===== src/rtl/mux4_rr_arbiter_if.sv =====
// Bundle between the round-robin arbiter and the four requesters / shared resource.
//   req     requester -> arbiter  per-requester request lines
//   done    resource  -> arbiter  transaction finished (used only while granted)
//   gnt     arbiter   -> requesters one-hot grant, zero when idle
//   select  arbiter   -> mux      index of current/last owner
//   busy    arbiter   -> any      high while a grant is active
//   timeout arbiter   -> any      one-cycle pulse when the watchdog forced release
// master: arbiter side.  slave: requester/resource side.
interface mux4_rr_arbiter_if;
  logic [3:0] req;
  logic       done;
  logic [3:0] gnt;
  logic [1:0] select;
  logic       busy;
  logic       timeout;

  modport master (
    input  req,
    input  done,
    output gnt,
    output select,
    output busy,
    output timeout
  );

  modport slave (
    output req,
    output done,
    input  gnt,
    input  select,
    input  busy,
    input  timeout
  );
endinterface


===== src/rtl/mux4_rr_arbiter.sv =====
// Round-robin arbiter owning the select of a shared 4:1 muxed resource.
// A grant is held until the resource pulses done; a watchdog releases it after
// MAX_HOLD cycles so one requester cannot lock the resource.
// Ports:
//   clk    rising-edge clock
//   reset  synchronous active-high reset
//   bus    mux4_rr_arbiter_if.master (req/done in; gnt/select/busy/timeout out)
module mux4_rr_arbiter #(
  parameter int unsigned MAX_HOLD = 15,
  parameter int unsigned CNT_W    = 4
) (
  input  logic                  clk,
  input  logic                  reset,
  mux4_rr_arbiter_if.master     bus
);

  typedef enum logic {StIdle, StGrant} state_e;

  localparam logic [CNT_W-1:0] HoldLast = CNT_W'(MAX_HOLD - 1);

  state_e           state_q, state_d;
  logic [3:0]       gnt_q, gnt_d;
  logic [1:0]       select_q, select_d;
  logic [1:0]       last_q, last_d;
  logic             timeout_q, timeout_d;
  logic [CNT_W-1:0] hold_cnt_q, hold_cnt_d;

  logic             found;
  logic [1:0]       winner;
  logic [1:0]       idx;

  // Scan last+1, last+2, last+3, last; the 2-bit add wraps 3->0.
  always_comb begin
    found  = 1'b0;
    winner = last_q;
    idx    = last_q;
    for (int k = 1; k <= 4; k++) begin
      idx = last_q + 2'(k);
      if (!found && bus.req[idx]) begin
        found  = 1'b1;
        winner = idx;
      end
    end
  end

  always_comb begin
    state_d    = state_q;
    gnt_d      = gnt_q;
    select_d   = select_q;
    last_d     = last_q;
    timeout_d  = 1'b0;
    hold_cnt_d = hold_cnt_q;
    unique case (state_q)
      StIdle: begin
        if (found) begin
          state_d    = StGrant;
          gnt_d      = 4'b0001 << winner;
          select_d   = winner;
          hold_cnt_d = '0;
        end
      end
      StGrant: begin
        hold_cnt_d = hold_cnt_q + CNT_W'(1);
        // done has priority over the watchdog: no timeout pulse if both coincide.
        if (bus.done) begin
          state_d = StIdle;
          gnt_d   = 4'b0000;
          last_d  = select_q;
        end else if (hold_cnt_q == HoldLast) begin
          state_d   = StIdle;
          gnt_d     = 4'b0000;
          last_d    = select_q;
          timeout_d = 1'b1;
        end
      end
      default: begin
        state_d = StIdle;
        gnt_d   = 4'b0000;
      end
    endcase
  end

  always_ff @(posedge clk) begin
    if (reset) begin
      state_q    <= StIdle;
      gnt_q      <= 4'b0000;
      select_q   <= 2'b00;
      last_q     <= 2'b11;  // requester 0 wins first after reset
      timeout_q  <= 1'b0;
      hold_cnt_q <= '0;
    end else begin
      state_q    <= state_d;
      gnt_q      <= gnt_d;
      select_q   <= select_d;
      last_q     <= last_d;
      timeout_q  <= timeout_d;
      hold_cnt_q <= hold_cnt_d;
    end
  end

  assign bus.gnt     = gnt_q;
  assign bus.select  = select_q;
  assign bus.busy    = (state_q == StGrant);
  assign bus.timeout = timeout_q;

endmodule


===== src/flat_wrapper.sv =====
// flat-port wrapper written by rule: the top's interface ports become plain ports
module mux4_rr_arbiter_flat 
#(
  parameter int unsigned MAX_HOLD = 15,
  parameter int unsigned CNT_W    = 4
)
  (clk, reset, bus_req, bus_done, bus_gnt, bus_select, bus_busy, bus_timeout);
  mux4_rr_arbiter_if bus_i ();
  input  logic clk;
  input  logic reset;
  input wire logic [$bits(bus_i.req)-1:0] bus_req;
  input wire logic [$bits(bus_i.done)-1:0] bus_done;
  output wire logic [$bits(bus_i.gnt)-1:0] bus_gnt;
  output wire logic [$bits(bus_i.select)-1:0] bus_select;
  output wire logic [$bits(bus_i.busy)-1:0] bus_busy;
  output wire logic [$bits(bus_i.timeout)-1:0] bus_timeout;
  assign bus_i.req = bus_req;
  assign bus_i.done = bus_done;
  assign bus_gnt = bus_i.gnt;
  assign bus_select = bus_i.select;
  assign bus_busy = bus_i.busy;
  assign bus_timeout = bus_i.timeout;
  mux4_rr_arbiter #(.MAX_HOLD(MAX_HOLD), .CNT_W(CNT_W)) u_core (.clk(clk), .reset(reset), .bus(bus_i));
endmodule

===== config.mk =====
export PLATFORM = sky130hd
export DESIGN_NAME = mux4_rr_arbiter_flat
export DESIGN_NICKNAME = d
export VERILOG_FILES = /design/src/rtl/mux4_rr_arbiter_if.sv /design/src/rtl/mux4_rr_arbiter.sv /design/src/flat_wrapper.sv
export SDC_FILE = /design/constraint.sdc
export NUM_CORES = 1
export LEC_CHECK = 0
export ABC_AREA = 1
export CAP_MARGIN = 15
export CORE_MARGIN = 2
export CORE_UTILIZATION = 50
export DETAILED_ROUTE_END_ITERATION = 16
export HOLD_SLACK_MARGIN = 0.1
export PLACE_DENSITY = 0.78
export SETUP_SLACK_MARGIN = 0.05
export SYNTH_ARGS = -nofsm -noshare
export SYNTH_HDL_FRONTEND = slang
export SYNTH_SLANG_ARGS = --single-unit

===== constraint.sdc =====
create_clock -name clk -period 1.7 [get_ports clk]
set_input_delay 0.34 -clock clk [delete_from_list [all_inputs] [get_ports clk]]
set_output_delay 0.34 -clock clk [all_outputs]
set_load 0.01 [all_outputs]

==> flow_summary.ini <==
[status]
status = complete, no violations

[die]
coreArea_um2 = 1902
initial_core_util = 0.5171
fp.dieW_um = 48.35
die_h_um = 48.35
ios = 15
rows = 16
die_area_um2 = 2338

[yosys]
synthArstFlopShare = 0
netlist_area_um2 = 983.4
ys_ff_latch = 14
synthFlopType = dfxtp_1
yosysWarnings = 0
yosysSeqAreaShare = 0.2850
synth.avg_cell_area_um2 = 7.231
synth_edf_count = 0
synth_nets = 145
post_synth_num_cell_types = 28
syn_inst = 136

[critical_path]
cp-end-kind = output pin
rrSetupSlack_ns = 0.17
startpoint_type = register
critPathTopFamily = buffers and inverters
cp_num_buf_inv = 1
worstPathCellList = clkdlybuf4s50_1
crit_required_ns = 1.36
slowest_stage = clkdlybuf4s50_1
ff2ff_path_depth = 12
crit_arrival_ns = 1.23
worst-path-stages = 1
slowest_delay_ns = 0.56
path_class = reg -> out
worstPathMaxFanout = 8

[pwr]
seqPwrFrac = 0.377
ir_worst_vdd_mv = 0.4875
p_leak_nw = 0.5674
p_per_area_nw_per_um2 = 856.2
p_clk_frac = 0.178
swShare = 0.3916
p_sw_w = 0.0004120
p_int_w = 0.0006400
combPwrFrac = 0.445

[timing]
whs_ns = 0.4914
rsz0062_at_grt = no
worstMarginPinSlew_ns = 0.2385
slew_headroom = 0.8409
skew_ns = 0.009536
fin_crit_sh = 0.9249
fin_crit_ns = 1.572
fmax_ghz = 0.6360
hold_viol_final = 0
finalSetupViolCount = 0
drv_slew = 0

[place]
place_hpwl_mm = 1.673
io_buffers = 14
dpl.cell_count = 179
gp_congestion = 0.9215

[clock_tree]
tritoncts = yes
clk_latency_ns = 0.28
htreeDepth = 1
cts_buffer_depth = 2
cts.clk_slew.worst_paths_ns = 0.09
cts_setup_buffers = 0
cts.hold.buffers_added = 0
cts_made_buffers = 3
clkSinkCount = 14
root_buffer = clkbuf_4

[drt]
drt_iter0_drc = 27
viasPerCell = 5.060
first_pass_iters = 4
drc = 0
wl_per_cell_um = 11.52
vias = 921
ant_nets = 0
routed_wl_mm = 2.097

[final_layout]
layout.nets = 166
seq_area_um2 = 286.5
syn_to_final_growth_pct = 24.94
num-fill-cells = 155
n_antenna_cell = 0
multi_input_area_um2 = 631.9
instances_no_fill = 182
drive_above_1_share = 0.3032

[global_routing]
grt_max_degree = 11
grtUsageTotal = 0.1883
grt_pass1_wl_mm = 3.519
grt_antenna_before_repair = 0
overflow = 0
grt_pass1_vias = 838

[hold_path]
hold_path.class = reg -> reg
holdPathStages = 2

[run]
cap_violations = 0
power groups by stage:
stage	sequential [W]	combinational [W]	clock, W
2_1_floorplan	0.000405	0.000315	0
3_3_place_gp	0.000401	0.000437	0
3_5_place_dp	0.000401	0.000446	0
4_1_cts	0.000395	0.000447	0.000191
5_1_grt	0.000401	0.000515	0.000205
6_report	0.000396	0.000468	0.000187
state kept, by name, indices dropped and copies added (netlist names):
name                flops
u_core.bus.busy         1
u_core.bus.select       2
u_core.bus.timeout      1
u_core.hold_cnt_q       4
u_core.bus.gnt          4
u_core.last_q           2
cells in the mapped netlist (2+ instances only):
master	number	area share
nand2_2	14	0.089
ha_1	2	0.025
dfxtp_1	14	0.28
nand2_1	35	0.13
inv_2	3	0.011
nor2_1	6	0.023
buf_6	2	0.023
nor2_2	2	0.013
o21ai_1	3	0.015
o211ai_1	2	0.015
inv_1	10	0.038
nand3_4	2	0.036
o21ai_0	2	0.010
a21oi_1	8	0.041
nand3_1	15	0.076
nand2_4	4	0.046
layer usage:
metal,vias up,global-route usage,part of all wire
met5,-,0,0
met4,0,0.02381,0
met3,0,0.05864,0.035
met2,12,0.3380,0.51
met1,426,0.2267,0.45
li1,483,-,-
cells by family (layout without fill, tap and decap cells):
kind of cell    count (synthesis)  after routing  share of synthesized area
simple gates                   86             86                     0.5064
buf+inv                        18             37                    0.09415
compound gates                 16             16                    0.08905
flops                          14             14                     0.2850
fa+ha+maj                       2              2                    0.02544
stage by stage:
stage | utilization | total power (W) | setup TNS [ns] | worst slack, ns | instance area (um^2)
detailed placement | 0.6145 | 0.0008475 | -1.206 | -0.2074 | 1169
global placement | 0.6145 | 0.0008384 | -0.7912 | -0.1647 | 1169
CTS | 0.6270 | 0.001033 | 0 | 0.05001 | 1192
floorplan | - | 0.0007195 | 0 | 0.3121 | 983.4
global route | 0.6461 | 0.001121 | 0 | 0.05280 | 1229
finish | 0.6461 | 0.001052 | 0 | 0.1276 | 1229
layout by cell type (no fill, tap or decap), drive strengths merged:
| cell type | n |
|---|---|
| o21bai | 1 |
| or2 | 1 |
| nand2 | 54 |
| inv | 15 |
| o211ai | 2 |
| and3 | 1 |
| nand3 | 17 |
| nand4 | 1 |
| a21oi | 8 |
| nor2 | 10 |
| o21ai | 5 |
| buf | 5 |
| dfxtp | 14 |
| dlymetal6s2s | 1 |
| nor4 | 2 |
| clkbuf | 3 |
| ha | 2 |
| clkdlybuf4s50 | 13 |
area by class of cell:
| type | count | share of cell area |
|---|---|---|
| Tap cell | 27 | 0.02749 |
| Clock buffer | 3 | 0.01833 |
| Timing Repair Buffer | 19 | 0.1527 |
| Multi-Input combinational cell | 104 | 0.5143 |
| Inverter | 15 | 0.05397 |
| Sequential cell | 14 | 0.2332 |
worst paths after layout:
path                                              to               from
worst max-delay path                        bus_busy    u_core.bus.busy
worst min-delay path               u_core.bus.gnt[1]  u_core.bus.gnt[1]
worst min register to register     u_core.bus.gnt[1]  u_core.bus.gnt[1]
worst max register to register  u_core.bus.select[1]   u_core.last_q[0]
timing repair:
action	4_1_cts	5_1_grt
pin swaps	0	3
resized for setup	1	12
endpoints found under the setup margin	2	11
(Power assumes the default switching activity.)
